File: config.mk
export PLATFORM = sky130hd
export DESIGN_NAME = usxgmii_rx_link_fault_detect
export DESIGN_NICKNAME = d
export VERILOG_FILES = /design/src/rtl/usxgmii_rx_link_fault_detect.sv
export SDC_FILE = /design/constraint.sdc
export NUM_CORES = 1
export LEC_CHECK = 0
export BUFFER_PORTS_ARGS = -buffer_cell sky130_fd_sc_hd__buf_2
export CORE_MARGIN = 3
export CORE_UTILIZATION = 51
export CTS_BUF_LIST = sky130_fd_sc_hd__clkbuf_2
export CTS_CLUSTER_DIAMETER = 50
export DETAILED_ROUTE_END_ITERATION = 7
export HOLD_SLACK_MARGIN = 0.15
export PLACE_DENSITY = 0.82
export SYNTH_ARGS = -nofsm -noshare
export SYNTH_HDL_FRONTEND = slang
export SYNTH_SLANG_ARGS = --single-unit
File: constraint.sdc
create_clock -name xgmii_rx_coreclkin -period 2.3 [get_ports xgmii_rx_coreclkin]
set_clock_uncertainty 0.15 [all_clocks]
set_input_delay 0.23 -clock xgmii_rx_coreclkin [delete_from_list [all_inputs] [get_ports xgmii_rx_coreclkin]]
set_output_delay 0.23 -clock xgmii_rx_coreclkin [all_outputs]
set_load 0.03 [all_outputs]
File: src/rtl/usxgmii_rx_link_fault_detect.sv
// rtl/usxgmii_rx_link_fault_detect.sv - USXGMII receive link fault monitor with 1-cycle XGMII pass-through
module usxgmii_rx_link_fault_detect #(
    parameter int FAULT_SEQ_THRESH = 4,
    parameter int COL_WINDOW       = 128
) (
    input  logic        xgmii_rx_coreclkin,
    input  logic        rx_digitalreset_n,
    input  logic        xgmii_rx_valid,
    input  logic [3:0]  xgmii_rx_control,
    input  logic [31:0] xgmii_rx_data,
    output logic        mac_rx_valid,
    output logic [3:0]  mac_rx_control,
    output logic [31:0] mac_rx_data,
    output logic [1:0]  link_fault,
    output logic        fault_change,
    output logic        tx_send_rf,
    output logic        tx_send_idle
);

    localparam int              CW      = $clog2(COL_WINDOW + 1);
    localparam logic [3:0]      SEQ_MAX = 4'(FAULT_SEQ_THRESH);
    localparam logic [CW-1:0]   COL_MAX = CW'(COL_WINDOW);

    // Encoding matches link_fault so a detected type can be loaded directly.
    typedef enum logic [1:0] {
        FT_NONE   = 2'b00,
        FT_LOCAL  = 2'b01,
        FT_REMOTE = 2'b10
    } fault_type_e;

    fault_type_e   last_type, last_type_nx, col_type;
    logic [3:0]    seq_cnt, seq_cnt_nx;
    logic [CW-1:0] col_cnt, col_cnt_nx;
    logic [1:0]    link_fault_nx;

    always_comb begin
        col_type = FT_NONE;
        if (xgmii_rx_control == 4'b0001 && xgmii_rx_data[23:0] == 24'h00_009C) begin
            if (xgmii_rx_data[31:24] == 8'h01) begin
                col_type = FT_LOCAL;
            end else if (xgmii_rx_data[31:24] == 8'h02) begin
                col_type = FT_REMOTE;
            end
        end
    end

    always_comb begin
        last_type_nx  = last_type;
        seq_cnt_nx    = seq_cnt;
        col_cnt_nx    = col_cnt;
        link_fault_nx = link_fault;
        if (xgmii_rx_valid) begin
            if (col_type != FT_NONE) begin
                col_cnt_nx = '0;
                if (col_type == last_type) begin
                    seq_cnt_nx = (seq_cnt >= SEQ_MAX) ? SEQ_MAX : seq_cnt + 4'd1;
                end else begin
                    last_type_nx = col_type;
                    seq_cnt_nx   = 4'd1;
                end
                if (seq_cnt_nx == SEQ_MAX) begin
                    link_fault_nx = col_type;
                end
            end else begin
                col_cnt_nx = (col_cnt >= COL_MAX) ? COL_MAX : col_cnt + CW'(1);
                if (col_cnt_nx == COL_MAX) begin
                    link_fault_nx = 2'b00;
                    seq_cnt_nx    = 4'd0;
                    last_type_nx  = FT_NONE;
                end
            end
        end
    end

    // TX requests are registered from the next-state value so they are glitch-free
    // yet aligned with link_fault.
    always_ff @(posedge xgmii_rx_coreclkin or negedge rx_digitalreset_n) begin
        if (!rx_digitalreset_n) begin
            mac_rx_valid   <= 1'b0;
            mac_rx_control <= 4'h0;
            mac_rx_data    <= 32'h0;
            last_type      <= FT_NONE;
            seq_cnt        <= 4'd0;
            col_cnt        <= '0;
            link_fault     <= 2'b00;
            fault_change   <= 1'b0;
            tx_send_rf     <= 1'b0;
            tx_send_idle   <= 1'b0;
        end else begin
            mac_rx_valid   <= xgmii_rx_valid;
            mac_rx_control <= xgmii_rx_control;
            mac_rx_data    <= xgmii_rx_data;
            last_type      <= last_type_nx;
            seq_cnt        <= seq_cnt_nx;
            col_cnt        <= col_cnt_nx;
            link_fault     <= link_fault_nx;
            fault_change   <= (link_fault_nx != link_fault);
            tx_send_rf     <= (link_fault_nx == 2'b01);
            tx_send_idle   <= (link_fault_nx == 2'b10);
        end
    end

endmodule
Yosys cells after proc, flatten, opt, wreduce, memory -nomap -nowiden --
Cells that the tools add are included.
Operators by class: $add $sub $neg 2, $lt $le $gt $ge 2, equal/unequal tests 11, muxes and demuxes 18, reductions and logical operators 5
Operators with widths (count):
- 24-bit by 8-bit == test with 1-bit output, second input constant | 1
- 4-bit 2-to-1 mux | 6
- 2-bit 2-to-1 mux | 10
- 8-bit 2-to-1 mux | 2
- 8-bit by 1-bit adder with 8-bit output, second input constant | 1
- 8-bit by 1-bit == test with 1-bit output, second input constant | 1
- 8-bit by 2-bit == test with 1-bit output, second input constant | 1
- 8-bit == test, second input constant | 1
- 8-bit >= comparator, second input constant | 1
- 4-bit by 1-bit adder with 4-bit output, second input constant | 1
- 4-bit by 1-bit == test with 1-bit output, second input constant | 1
- 4-bit by 3-bit == test with 1-bit output, second input constant | 1
- 4-bit by 3-bit >= comparator with 1-bit output, second input constant | 1
- 2-bit nonzero test | 2
- 3-bit AND reduction | 1
- 2-bit by 1-bit == test with 1-bit output, second input constant | 1
- 2-bit == test | 1
- 2-bit == test, second input constant | 1
- 2-bit inequality test | 1
- 2-bit inequality test, second input constant | 1
- 2-bit AND reduction | 1
- 1-bit logical AND | 1
Word-level totals: register bits 56, input port bits 39, output and inout port bits 42, word-level logic and storage cells 48

Depth between registers and ports, before layout --
Gate-level depths: netlist (run 1).
depth in word-level cells 13, gate-level depth with buffers 8

Worst setup path after synthesis (run 1) --
No wires, ideal clock.
path type register to register, start reg col_cnt[0], end reg tx_send_idle, library setup time 0.124 ns, arrival 1.679 ns, slack 0.348 ns, stages on the path, launching flop included 9, path buffers 0, cell sequence dfrtp_1 > ha_1 > and3_1 > nand3_1 > nor4_2 > o21ai_4 > o21ai_1 > o21ai_1 > nor2b_1
On the way: cells in the longest elaborated chain, start to end 7
RTL lines:
- start: declaration | line 33 | logic [CW-1:0] col_cnt, col_cnt_nx;
- start signal: assignment | line 95 | col_cnt <= col_cnt_nx;
- 8-bit by 1-bit adder with 8-bit output or 8-bit >= comparator (tied branches) | line 65 | col_cnt_nx = (col_cnt >= COL_MAX) ? COL_MAX : col_cnt + CW'(1);
- 8-bit 2-to-1 mux (*) | line 65
- 8-bit == test (*) | line 66 | if (col_cnt_nx == COL_MAX) begin
- 2-bit 2-to-1 mux (*) | line 66
- 2-bit 2-to-1 mux (*) | line 53 | if (col_type != FT_NONE) begin
- 2-bit 2-to-1 mux (*) | line 52 | if (xgmii_rx_valid) begin
- named net link_fault_nx[1] | line 34 | logic [1:0] link_fault_nx;
- 2-bit == test (*) | line 99 | tx_send_idle <= (link_fault_nx == 2'b10);
- end signal: assignment | line 99
- end: declaration | line 17 | output logic tx_send_idle
Mark *: on every way through the listed nets, which the timed path passes. The rest lies on a longest branch. A chain may end at the register's enable or synchronous reset.

Worst setup path after layout (run 1) --
start in xgmii_rx_data[29], end reg link_fault[0]
On the way: cells in the longest elaborated chain, start to end 12
RTL lines:
- start: declaration | line 10 | input logic [31:0] xgmii_rx_data,
- 8-bit by 2-bit == test with 1-bit output | line 41 | end else if (xgmii_rx_data[31:24] == 8'h02) begin
- 2-bit 2-to-1 mux | line 41
- 2-bit 2-to-1 mux (*) | line 39 | if (xgmii_rx_data[31:24] == 8'h01) begin
- 2-bit 2-to-1 mux (*) | line 38 | if (xgmii_rx_control == 4'b0001 && xgmii_rx_data[23:0] == 24'h00_009C) begin
- 2-bit == test | line 55 | if (col_type == last_type) begin
- 4-bit 2-to-1 mux | line 55
- 4-bit 2-to-1 mux | line 53
- 4-bit 2-to-1 mux | line 52
- 4-bit by 3-bit == test with 1-bit output | line 61 | if (seq_cnt_nx == SEQ_MAX) begin
- 2-bit 2-to-1 mux | line 61
- 2-bit 2-to-1 mux (*) | line 53
- 2-bit 2-to-1 mux (*) | line 52
- named net link_fault_nx[0] | line 34
- end signal: assignment | line 96 | link_fault <= link_fault_nx;
- end: declaration | line 14 | output logic [1:0] link_fault,
Mark *: on every way through the listed nets, which the timed path passes. The rest lies on a longest branch. The select of a mux whose other input is x is not followed.

==> impl_results.html, run 1 <==
<table>
<tr><th>Metric</th><th>Value</th></tr>
<tr><th colspan="2">Run status</th></tr>
<tr><td>Run status</td><td>finished, violations left</td></tr>
<tr><td>Violated checks</td><td>setup timing</td></tr>
<tr><th colspan="2">Placement</th></tr>
<tr><td>Post-detailed-placement half-perimeter wirelength</td><td>3940 um</td></tr>
<tr><td>Final RePlAce weighted congestion</td><td>0.818</td></tr>
<tr><td>Count of buffers from port buffering</td><td>80</td></tr>
<tr><th colspan="2">GRT</th></tr>
<tr><td>Pin count of the biggest net entering global routing</td><td>57</td></tr>
<tr><td>Total routing usage reported by global routing</td><td>0.263</td></tr>
<tr><td>Wire length of the first global-routing pass</td><td>10300 um</td></tr>
<tr><td>Antenna violations before repair</td><td>0</td></tr>
<tr><td>Overflow left after global routing</td><td>0</td></tr>
<tr><td>Via count of the first global-routing pass</td><td>2035</td></tr>
<tr><th colspan="2">Worst setup path</th></tr>
<tr><td>Type of origin of the critical path</td><td>input pin</td></tr>
<tr><td>Peak per-stage delay on the critical path</td><td>0.55 ns</td></tr>
<tr><td>Crit-path cells</td><td>dlygate4sd3_1, buf_2, nor4_1, nand4_1, o41ai_2, o311ai_1, a21o_1, o21ai_2, buf_4</td></tr>
<tr><td>Cell family contributing the most delay on the critical path</td><td>compound AO/OA/AOI/OAI gates</td></tr>
<tr><td>Required time worst endpoint</td><td>2.55 ns</td></tr>
<tr><td>Critical Path Sink Type</td><td>flop</td></tr>
<tr><td>WP data arrival</td><td>2.74 ns</td></tr>
<tr><td>Library cell contributing the largest single delay on the critical path</td><td>sky130_fd_sc_hd__dlygate4sd3_1</td></tr>
<tr><td>Highest net fanout along the worst path</td><td>3</td></tr>
<tr><td>Crit Path Category</td><td>in2reg</td></tr>
<tr><td>Slack of the worst reg-to-reg path</td><td>0.18 ns</td></tr>
<tr><td>Endpoint of the most critical register-to-register path</td><td>fault_change</td></tr>
<tr><td>Buffers &amp; Inverters on Critical Path</td><td>3</td></tr>
<tr><td>Worst R2R Start</td><td>col_cnt[0]</td></tr>
<tr><td>R2R cell count</td><td>8</td></tr>
<tr><th colspan="2">Drt</th></tr>
<tr><td>Number of iterations in the first detailed-routing pass</td><td>4</td></tr>
<tr><td>Antenna Nets Post-Route</td><td>0</td></tr>
<tr><td>Number of DRC markers in iteration 0</td><td>171</td></tr>
<tr><td>Routed wire length</td><td>7870 um</td></tr>
<tr><td>Vias per cell</td><td>5.97</td></tr>
<tr><td>Wirelength per Cell</td><td>21.9 um</td></tr>
<tr><td>Via count</td><td>2150</td></tr>
<tr><td>Total DRC errors in the routed layout</td><td>0</td></tr>
<tr><th colspan="2">Power</th></tr>
<tr><td>Maximum ir drop on the vdd rail</td><td>396 uV</td></tr>
<tr><td>Clock share of power</td><td>0.218</td></tr>
<tr><td>Net load switching power</td><td>500 uW</td></tr>
<tr><td>Internal cell power</td><td>1190 uW</td></tr>
<tr><td>Fraction of power consumed by combinational cells</td><td>0.172</td></tr>
<tr><td>Sum of internal, switching and leakage power</td><td>1690 uW</td></tr>
<tr><td>Total power divided by cell area</td><td>524 nW/um2</td></tr>
<tr><td>Lkg Pwr</td><td>0.00151 uW</td></tr>
<tr><td>Net switching share of the total power</td><td>0.295</td></tr>
<tr><td>Sequential share of power</td><td>0.610</td></tr>
<tr><th colspan="2">Floorplan</th></tr>
<tr><td>Top-level I/O count</td><td>81</td></tr>
<tr><td>Die outline width</td><td>71.8 um</td></tr>
<tr><td>Core area</td><td>4090 um2</td></tr>
<tr><td>Effective utilization at floorplan</td><td>0.540</td></tr>
<tr><td>Die extent in y</td><td>71.8 um</td></tr>
<tr><td>Die area</td><td>5150 um2</td></tr>
<tr><td>Row cnt</td><td>23</td></tr>
<tr><th colspan="2">Layout</th></tr>
<tr><td>Commonest non-fill, non-tap cell in the layout</td><td>sky130_fd_sc_hd__buf_2</td></tr>
<tr><td>Most used cells in the layout excluding fill and tap cells</td><td>sky130_fd_sc_hd__buf_2, sky130_fd_sc_hd__dfrtp_1, sky130_fd_sc_hd__dlygate4sd3_1, sky130_fd_sc_hd__nand2_1, sky130_fd_sc_hd__buf_4</td></tr>
<tr><td>Proportion of layout cells with a drive suffix above 1</td><td>0.381</td></tr>
<tr><td>Number of fill cells</td><td>226</td></tr>
<tr><td>Area Overhead vs Synth</td><td>46.4%</td></tr>
<tr><td>Number of antenna diodes</td><td>0</td></tr>
<tr><td>Number of nets at the end of the flow</td><td>352</td></tr>
<tr><th colspan="2">STA</th></tr>
<tr><td>Number of pins with negative max-slew slack in the final report</td><td>0</td></tr>
<tr><td>Period utilisation layout</td><td>1.08</td></tr>
<tr><td>Number of failing hold endpoints at the final stage</td><td>0</td></tr>
<tr><td>Clock period minus worst slack</td><td>2.50 ns</td></tr>
<tr><td>Achievable frequency</td><td>401 MHz</td></tr>
<tr><td>Slew at the pin closest to its max-slew limit</td><td>0.682 ns</td></tr>
<tr><td>Final setup slack of the worst path</td><td>-0.195 ns</td></tr>
<tr><td>Final sum of negative setup slack</td><td>-0.768 ns</td></tr>
<tr><td>Finish-stage setup viols</td><td>5</td></tr>
<tr><td>Headroom to the max-slew limit</td><td>0.545</td></tr>
<tr><th colspan="2">Logic synthesis</th></tr>
<tr><td>Async set or reset register ratio after synthesis</td><td>1.00</td></tr>
<tr><td>Number of flops mapped to enable cells by yosys</td><td>0</td></tr>
<tr><td>Synth Instances</td><td>177</td></tr>
<tr><td>Synth warnings</td><td>0</td></tr>
<tr><td>Post-synthesis register bit count</td><td>56</td></tr>
<tr><td>Average size of a mapped cell</td><td>12.5 um2</td></tr>
<tr><td>Portion of the post-synthesis area used by sequential elements</td><td>0.635</td></tr>
<tr><td>Netlist Area Pre-Place</td><td>2210 um2</td></tr>
<tr><td>Most instantiated flip-flop cell in the synthesis netlist</td><td>sky130_fd_sc_hd__dfrtp_1</td></tr>
<tr><td>Synthesized net count</td><td>219</td></tr>
<tr><td>Unique cell type count in the Yosys netlist</td><td>43</td></tr>
<tr><th colspan="2">Run</th></tr>
<tr><td>Max-cap viol count</td><td>0</td></tr>
<tr><th colspan="2">Clocking</th></tr>
<tr><td>Clock insertion delay at the later pin of the skew report</td><td>0.44 ns</td></tr>
<tr><td>Clock slew at the register clock pins of the worst setup and hold paths</td><td>0.24 ns</td></tr>
<tr><td>CTS Buf Count</td><td>5</td></tr>
<tr><td>Clock Sink Count</td><td>56</td></tr>
<tr><td>Number of H-tree levels</td><td>2</td></tr>
<tr><td>CTS tree</td><td>yes</td></tr>
<tr><td>Longest Clk Path Bufs</td><td>2</td></tr>
<tr><td>Clk Tree Root Cell</td><td>sky130_fd_sc_hd__clkbuf_2</td></tr>
<tr><th colspan="2">Worst hold path</th></tr>
<tr><td>Hold Path Depth</td><td>6</td></tr>
<tr><td>Type of the most critical hold path</td><td>in2reg</td></tr>
<tr><td>Worst Hold End</td><td>seq_cnt[2]</td></tr>
<tr><td>Hold path start</td><td>xgmii_rx_data[26]</td></tr>
</table>
## through the flow
stage          area [um2]  std cells  worst slack (ns)  hold slack (ns)  utilization
5_1_grt              3230        360            -0.256            0.153        0.791
3_5_place_dp         2680        307          -0.00262            0.217        0.655
6_report             3230        360            -0.195            0.155        0.791
2_1_floorplan        2210        177             0.348           -0.216            -
3_3_place_gp         2680        307             0.151            0.207        0.655
4_1_cts              3090        352           0.00645            0.194        0.757
## power by group through the flow
stage / sequential (uW) / clock [uW] / combinational [uW]
global placement: 1040 / 0 / 211
global route: 1030 / 419 / 303
floorplan: 1110 / 0 / 30.0
detailed placement: 1040 / 0 / 215
finish: 1030 / 369 / 291
CTS: 1030 / 366 / 266
## cell usage after synthesis, types with 2 or more instances
library cell               number  area [um2]
sky130_fd_sc_hd__dfrtp_1       56        1400
sky130_fd_sc_hd__inv_1          7        26.3
sky130_fd_sc_hd__o32ai_1        2        17.5
sky130_fd_sc_hd__nand3_1        8        40.0
sky130_fd_sc_hd__a22o_1         2        17.5
sky130_fd_sc_hd__o21ai_1        7        35.0
sky130_fd_sc_hd__o21ai_0        7        35.0
sky130_fd_sc_hd__nand2b_1       6        37.5
sky130_fd_sc_hd__and3_1         2        12.5
sky130_fd_sc_hd__nor3_2         2        20.0
sky130_fd_sc_hd__nor4b_1        4        35.0
sky130_fd_sc_hd__nand2_1       15        56.3
sky130_fd_sc_hd__o22ai_1        3        18.8
sky130_fd_sc_hd__ha_1           3        37.5
sky130_fd_sc_hd__nand4_1        2        12.5
sky130_fd_sc_hd__o31ai_1        2        15.0
sky130_fd_sc_hd__a21oi_1        8        40.0
sky130_fd_sc_hd__nor4_2         2        25.0
sky130_fd_sc_hd__nor2b_1        4        25.0
sky130_fd_sc_hd__nor2_1         7        26.3
sky130_fd_sc_hd__nor4_1         6        37.5
## how the worst max path moves through the flow
| stage | startpoint | endpoint | slack (ns) | depth (start not counted) |
|---|---|---|---|---|
| after floorplan | col_cnt[0] | tx_send_idle | 0.35 | 8 |
| after global placement | xgmii_rx_data[5] | tx_send_rf | 0.15 | 8 |
| after detailed placement | xgmii_rx_data[28] | tx_send_idle | -0.003 | 8 |
| after CTS | xgmii_rx_data[17] | tx_send_idle | 0.006 | 9 |
| after global routing | xgmii_rx_data[29] | tx_send_idle | -0.26 | 9 |
| final | xgmii_rx_data[29] | link_fault[0] | -0.20 | 9 |
## area by class of cell
cell class / instances / area (um2) / area share
flip-flops and latches: 56 / 1400 / 0.434
inverters: 8 / 30.0 / 0.00929
well taps: 50 / 62.6 / 0.0194
clock inverters: 2 / 12.5 / 0.00387
clock buffers: 5 / 25.0 / 0.00774
multi-input cells: 111 / 840 / 0.260
repair buffers: 128 / 861 / 0.266
## state kept, by name, summed over array words and instances, names as in the netlist
name / cells
seq_cnt: 4
tx_send_rf: 1
tx_send_idle: 1
link_fault: 2
mac_rx_valid: 1
fault_change: 1
mac_rx_data: 32
mac_rx_control: 4
col_cnt: 8
last_type: 2
## repair_timing
action	CTS	global route
resized for setup	0	13
endpoints found under the hold margin	108	1
setup endpoints to repair	0	6
buffers inserted	0	8
hold buffers	38	1
## routing by layer
metal  wire (um)  vias to the layer above  global-route usage
met2        4010                      148               0.458
met1        2850                     1059               0.306
met5           0                        -                   0
met3         631                       36              0.0589
li1            -                      907                   -
met4         376                        0               0.125
## kinds of logic after synthesis
kind of cell / share of synthesized area
AO/OA/AOI/OAI: 0.124
AND/OR/NAND/NOR: 0.203
adder cells (fa/ha/maj): 0.0170
XOR/XNOR: 0.00397
buffers and inverters: 0.0176
flip-flops: 0.635
## worst register-to-register path, stage by stage (launching register included)
cell                       delay (ns)
sky130_fd_sc_hd__dfrtp_1         0.47
sky130_fd_sc_hd__ha_1            0.23
sky130_fd_sc_hd__and3_1          0.21
sky130_fd_sc_hd__nand3_1         0.15
sky130_fd_sc_hd__nor4_2          0.09
sky130_fd_sc_hd__o21ai_4         0.26
sky130_fd_sc_hd__clkinv_1        0.20
sky130_fd_sc_hd__a21oi_1         0.18
sky130_fd_sc_hd__o32ai_1         0.11
Power figures use the tool's default switching activity.
==> run 2: changes to the inputs <==
Settings changed: CORE_UTILIZATION 51 to 25, PLACE_DENSITY 0.82 to unset.
==> run 2 against run 1 <==
Net effect:
- the run now ends clean
- global-route usage shrank 15 points
- sequential cell count is the same
- cell count rose by 15%
- setup slack gained 0.21 ns
- clock power increased by 35%
- sequential power is essentially flat
- clock-buffer cell count up 1
- wire length down 23%
- utilization fell by 39 points
- non-clock buffer count shrank 4
- first-iteration DRC count shrank 61%
- critical path depth up 2
==> impl_results.html, run 2 (synthesis gave the netlist of run 1 again) <==
<table>
<tr><th>Metric</th><th>Value</th></tr>
<tr><th colspan="2">Worst setup path</th></tr>
<tr><td>Peak per-stage delay on the critical path</td><td>0.53 ns (-0.02 ns)</td></tr>
<tr><td>R2R cell count</td><td>8 (unchanged)</td></tr>
<tr><td>Cell occurring most often along the worst timing path</td><td>sky130_fd_sc_hd__buf_4</td></tr>
<tr><td>Critical Path Sink Type</td><td>flop</td></tr>
<tr><td>Library cell contributing the largest single delay on the critical path</td><td>sky130_fd_sc_hd__dlygate4sd3_1</td></tr>
<tr><td>Crit Path Category</td><td>in2reg</td></tr>
<tr><td>Slack of the worst reg-to-reg path</td><td>0.22 ns (+0.04 ns)</td></tr>
<tr><td>Type of origin of the critical path</td><td>input pin</td></tr>
<tr><td>Highest net fanout along the worst path</td><td>5 (+2)</td></tr>
<tr><td>Required time worst endpoint</td><td>2.51 ns (-0.04 ns)</td></tr>
<tr><td>WP data arrival</td><td>2.50 ns (-0.24 ns)</td></tr>
<tr><td>Crit-path cells</td><td>dlygate4sd3_1, buf_2, nor4_4, nand4_2, buf_4, o41ai_4, buf_4, o21ai_4, o21ai_1, o21ai_2, nor2b_1</td></tr>
<tr><th colspan="2">Layout</th></tr>
<tr><td>Number of nets at the end of the flow</td><td>349 (-0.85%)</td></tr>
<tr><td>Largest reg by FF count</td><td>mac_rx_data</td></tr>
<tr><td>Area Overhead vs Synth</td><td>50.9%</td></tr>
<tr><td>Proportion of layout cells with a drive suffix above 1</td><td>0.390 (+0.00897)</td></tr>
<tr><td>Number of flip-flops in the largest register</td><td>32 (unchanged)</td></tr>
<tr><td>Finished Cell Area</td><td>3330 um2 (+3.1%)</td></tr>
<tr><td>Biggest registers after layout</td><td>mac_rx_data x32, col_cnt x8</td></tr>
<tr><td>Commonest non-fill, non-tap cell in the layout</td><td>sky130_fd_sc_hd__buf_2</td></tr>
<tr><td>Most used cells in the layout excluding fill and tap cells</td><td>sky130_fd_sc_hd__buf_2, sky130_fd_sc_hd__dfrtp_1, sky130_fd_sc_hd__dlygate4sd3_1, sky130_fd_sc_hd__nand2_1, sky130_fd_sc_hd__a21oi_1</td></tr>
<tr><td>Number of cells in the finished layout apart from fillers</td><td>413 (+15%)</td></tr>
<tr><td>Number of antenna diodes</td><td>0 (unchanged)</td></tr>
<tr><td>Number of fill cells</td><td>787 (+250%)</td></tr>
<tr><th colspan="2">Drt</th></tr>
<tr><td>Number of DRC markers in iteration 0</td><td>66 (-61%)</td></tr>
<tr><td>Number of iterations in the first detailed-routing pass</td><td>4 (unchanged)</td></tr>
<tr><td>Total DRC errors in the routed layout</td><td>0 (unchanged)</td></tr>
<tr><td>Routed wire length</td><td>6080 um (-23%)</td></tr>
<tr><td>Wirelength per Cell</td><td>14.7 um (-33%)</td></tr>
<tr><td>Vias per cell</td><td>4.61 (-23%)</td></tr>
<tr><td>Antenna Nets Post-Route</td><td>0 (unchanged)</td></tr>
<tr><td>Via count</td><td>1904 (-11%)</td></tr>
<tr><th colspan="2">Placement</th></tr>
<tr><td>Worst setup timing slack at the placement stage</td><td>0.0852 ns (+0.0878 ns)</td></tr>
<tr><td>Area post-placement</td><td>2750 um2 (+2.6%)</td></tr>
<tr><td>Cell Count Post-Placement</td><td>362 (+18%)</td></tr>
<tr><td>Count of buffers from port buffering</td><td>80 (unchanged)</td></tr>
<tr><td>Final RePlAce weighted congestion</td><td>0.821 (+0.31%)</td></tr>
<tr><td>Post-detailed-placement half-perimeter wirelength</td><td>3850 um (-2.4%)</td></tr>
<tr><th colspan="2">Clocking</th></tr>
<tr><td>Clk Tree Root Cell</td><td>sky130_fd_sc_hd__clkbuf_2</td></tr>
<tr><td>CTS Buf Count</td><td>5 (unchanged)</td></tr>
<tr><td>CTS tree</td><td>yes</td></tr>
<tr><td>Clock insertion delay at the later pin of the skew report</td><td>0.44 ns (about the same)</td></tr>
<tr><td>Longest Clk Path Bufs</td><td>2 (unchanged)</td></tr>
<tr><td>Clock Sink Count</td><td>56 (unchanged)</td></tr>
<tr><td>Clock slew at the register clock pins of the worst setup and hold paths</td><td>0.27 ns (+0.03 ns)</td></tr>
<tr><td>Number of H-tree levels</td><td>2 (unchanged)</td></tr>
<tr><th colspan="2">GRT</th></tr>
<tr><td>Via count of the first global-routing pass</td><td>1961 (-3.6%)</td></tr>
<tr><td>Total routing usage reported by global routing</td><td>0.116 (-0.147)</td></tr>
<tr><td>Pin count of the biggest net entering global routing</td><td>57 (unchanged)</td></tr>
<tr><td>Overflow left after global routing</td><td>0 (unchanged)</td></tr>
<tr><td>Antenna violations before repair</td><td>0 (unchanged)</td></tr>
<tr><td>Wire length of the first global-routing pass</td><td>9380 um (-8.8%)</td></tr>
<tr><th colspan="2">Power</th></tr>
<tr><td>Maximum ir drop on the vdd rail</td><td>224 uV (-43%)</td></tr>
<tr><td>Total power divided by cell area</td><td>541 nW/um2 (+3.3%)</td></tr>
<tr><td>Lkg Pwr</td><td>0.00152 uW (+0.11%)</td></tr>
<tr><th colspan="2">STA</th></tr>
<tr><td>Achievable frequency</td><td>437 MHz (+9.0%)</td></tr>
<tr><td>Final setup slack of the worst path</td><td>0.0105 ns (+0.206 ns)</td></tr>
<tr><td>Finish-stage setup viols</td><td>0 (-5)</td></tr>
<tr><td>Slew at the pin closest to its max-slew limit</td><td>0.696 ns (+0.0140 ns)</td></tr>
<tr><td>Period utilisation layout</td><td>0.995 (-0.0895)</td></tr>
<tr><td>Number of pins with negative max-slew slack in the final report</td><td>0 (unchanged)</td></tr>
<tr><td>Clock period minus worst slack</td><td>2.29 ns (-0.206 ns)</td></tr>
<tr><td>Headroom to the max-slew limit</td><td>0.536 (-0.00930)</td></tr>
<tr><td>Final sum of negative setup slack</td><td>0 ns (+0.768 ns)</td></tr>
<tr><td>Number of failing hold endpoints at the final stage</td><td>0 (unchanged)</td></tr>
<tr><th colspan="2">Worst hold path</th></tr>
<tr><td>Type of the most critical hold path</td><td>in2async</td></tr>
<tr><th colspan="2">Floorplan</th></tr>
<tr><td>Core area</td><td>8380 um2 (+110%)</td></tr>
<tr><td>Die area</td><td>9990 um2 (+94%)</td></tr>
<tr><td>Top-level I/O count</td><td>81 (unchanged)</td></tr>
<tr><td>Row cnt</td><td>33 (+43%)</td></tr>
<tr><td>Effective utilization at floorplan</td><td>0.263 (-0.277)</td></tr>
<tr><td>Die extent in y</td><td>100 um (+39%)</td></tr>
<tr><td>Die outline width</td><td>100 um (+39%)</td></tr>
<tr><th colspan="2">Run status</th></tr>
<tr><td>Run status</td><td>completed</td></tr>
<tr><th colspan="2">Run</th></tr>
<tr><td>Max-cap viol count</td><td>0 (unchanged)</td></tr>
</table>
-- run 2: through the flow --
step / utilization / total power, uW / hold slack, ns
after floorplan: - / 1140 / -0.216
after global placement: 0.328 / 1260 / 0.217
after detailed placement: 0.328 / 1260 / 0.218
after CTS: 0.381 / 1810 / 0.243
after global routing: 0.397 / 1890 / 0.239
final: 0.397 / 1800 / 0.261
-- run 2: routing by layer --
metal,track usage,share of wire,vias to the layer above
met5,0,0,-
met4,0.0452,0.027,0
met3,0.0354,0.067,15
met2,0.205,0.50,67
met1,0.131,0.40,915
li1,-,-,907
-- run 2: worst paths after layout --
| kind | start | to |
|---|---|---|
| worst max-delay path | xgmii_rx_data[14] | tx_send_idle |
| worst min-delay path | rx_digitalreset_n | mac_rx_data[0] |
| worst max register to register | col_cnt[0] | tx_send_idle |
| worst min register to register | col_cnt[2] | col_cnt[2] |
| max in group asynchronous | rx_digitalreset_n | mac_rx_data[24] |
| min in group xgmii_rx_coreclkin | xgmii_rx_data[7] | mac_rx_data[7] |
-- run 2: report_power, final --
group / internal, uW / leakage, uW / switching (uW) / total (uW)
clock: 193 / 0.0000436 / 305 / 498
combinational: 107 / 0.000781 / 170 / 278
sequential: 1020 / 0.000692 / 8.14 / 1030
total: 1320 / 0.00152 / 484 / 1800
-- run 2: critical path, delay by kind of cell --
kind / cells / cell delay [ns]
buffers and inverters: 4 / 1.04
AND/OR/NAND/NOR: 3 / 0.59
AO/OA/AOI/OAI: 4 / 0.64
-- run 2: timing repair --
item,in CTS,in global routing
endpoints found under the setup margin,0,4
resized for setup,0,16
setup buffers,0,4
hold endpoints to repair,109,0
hold buffers,38,0
-- run 2: cell type report --
type	count	area [um2]	area share
flip-flops and latches	56	1400	0.421
multi-input cells	112	873	0.262
repair buffers	124	826	0.248
well taps	105	131	0.0394
clock inverters	2	38.8	0.0116
clock buffers	6	30.0	0.00902
inverters	8	30.0	0.00902
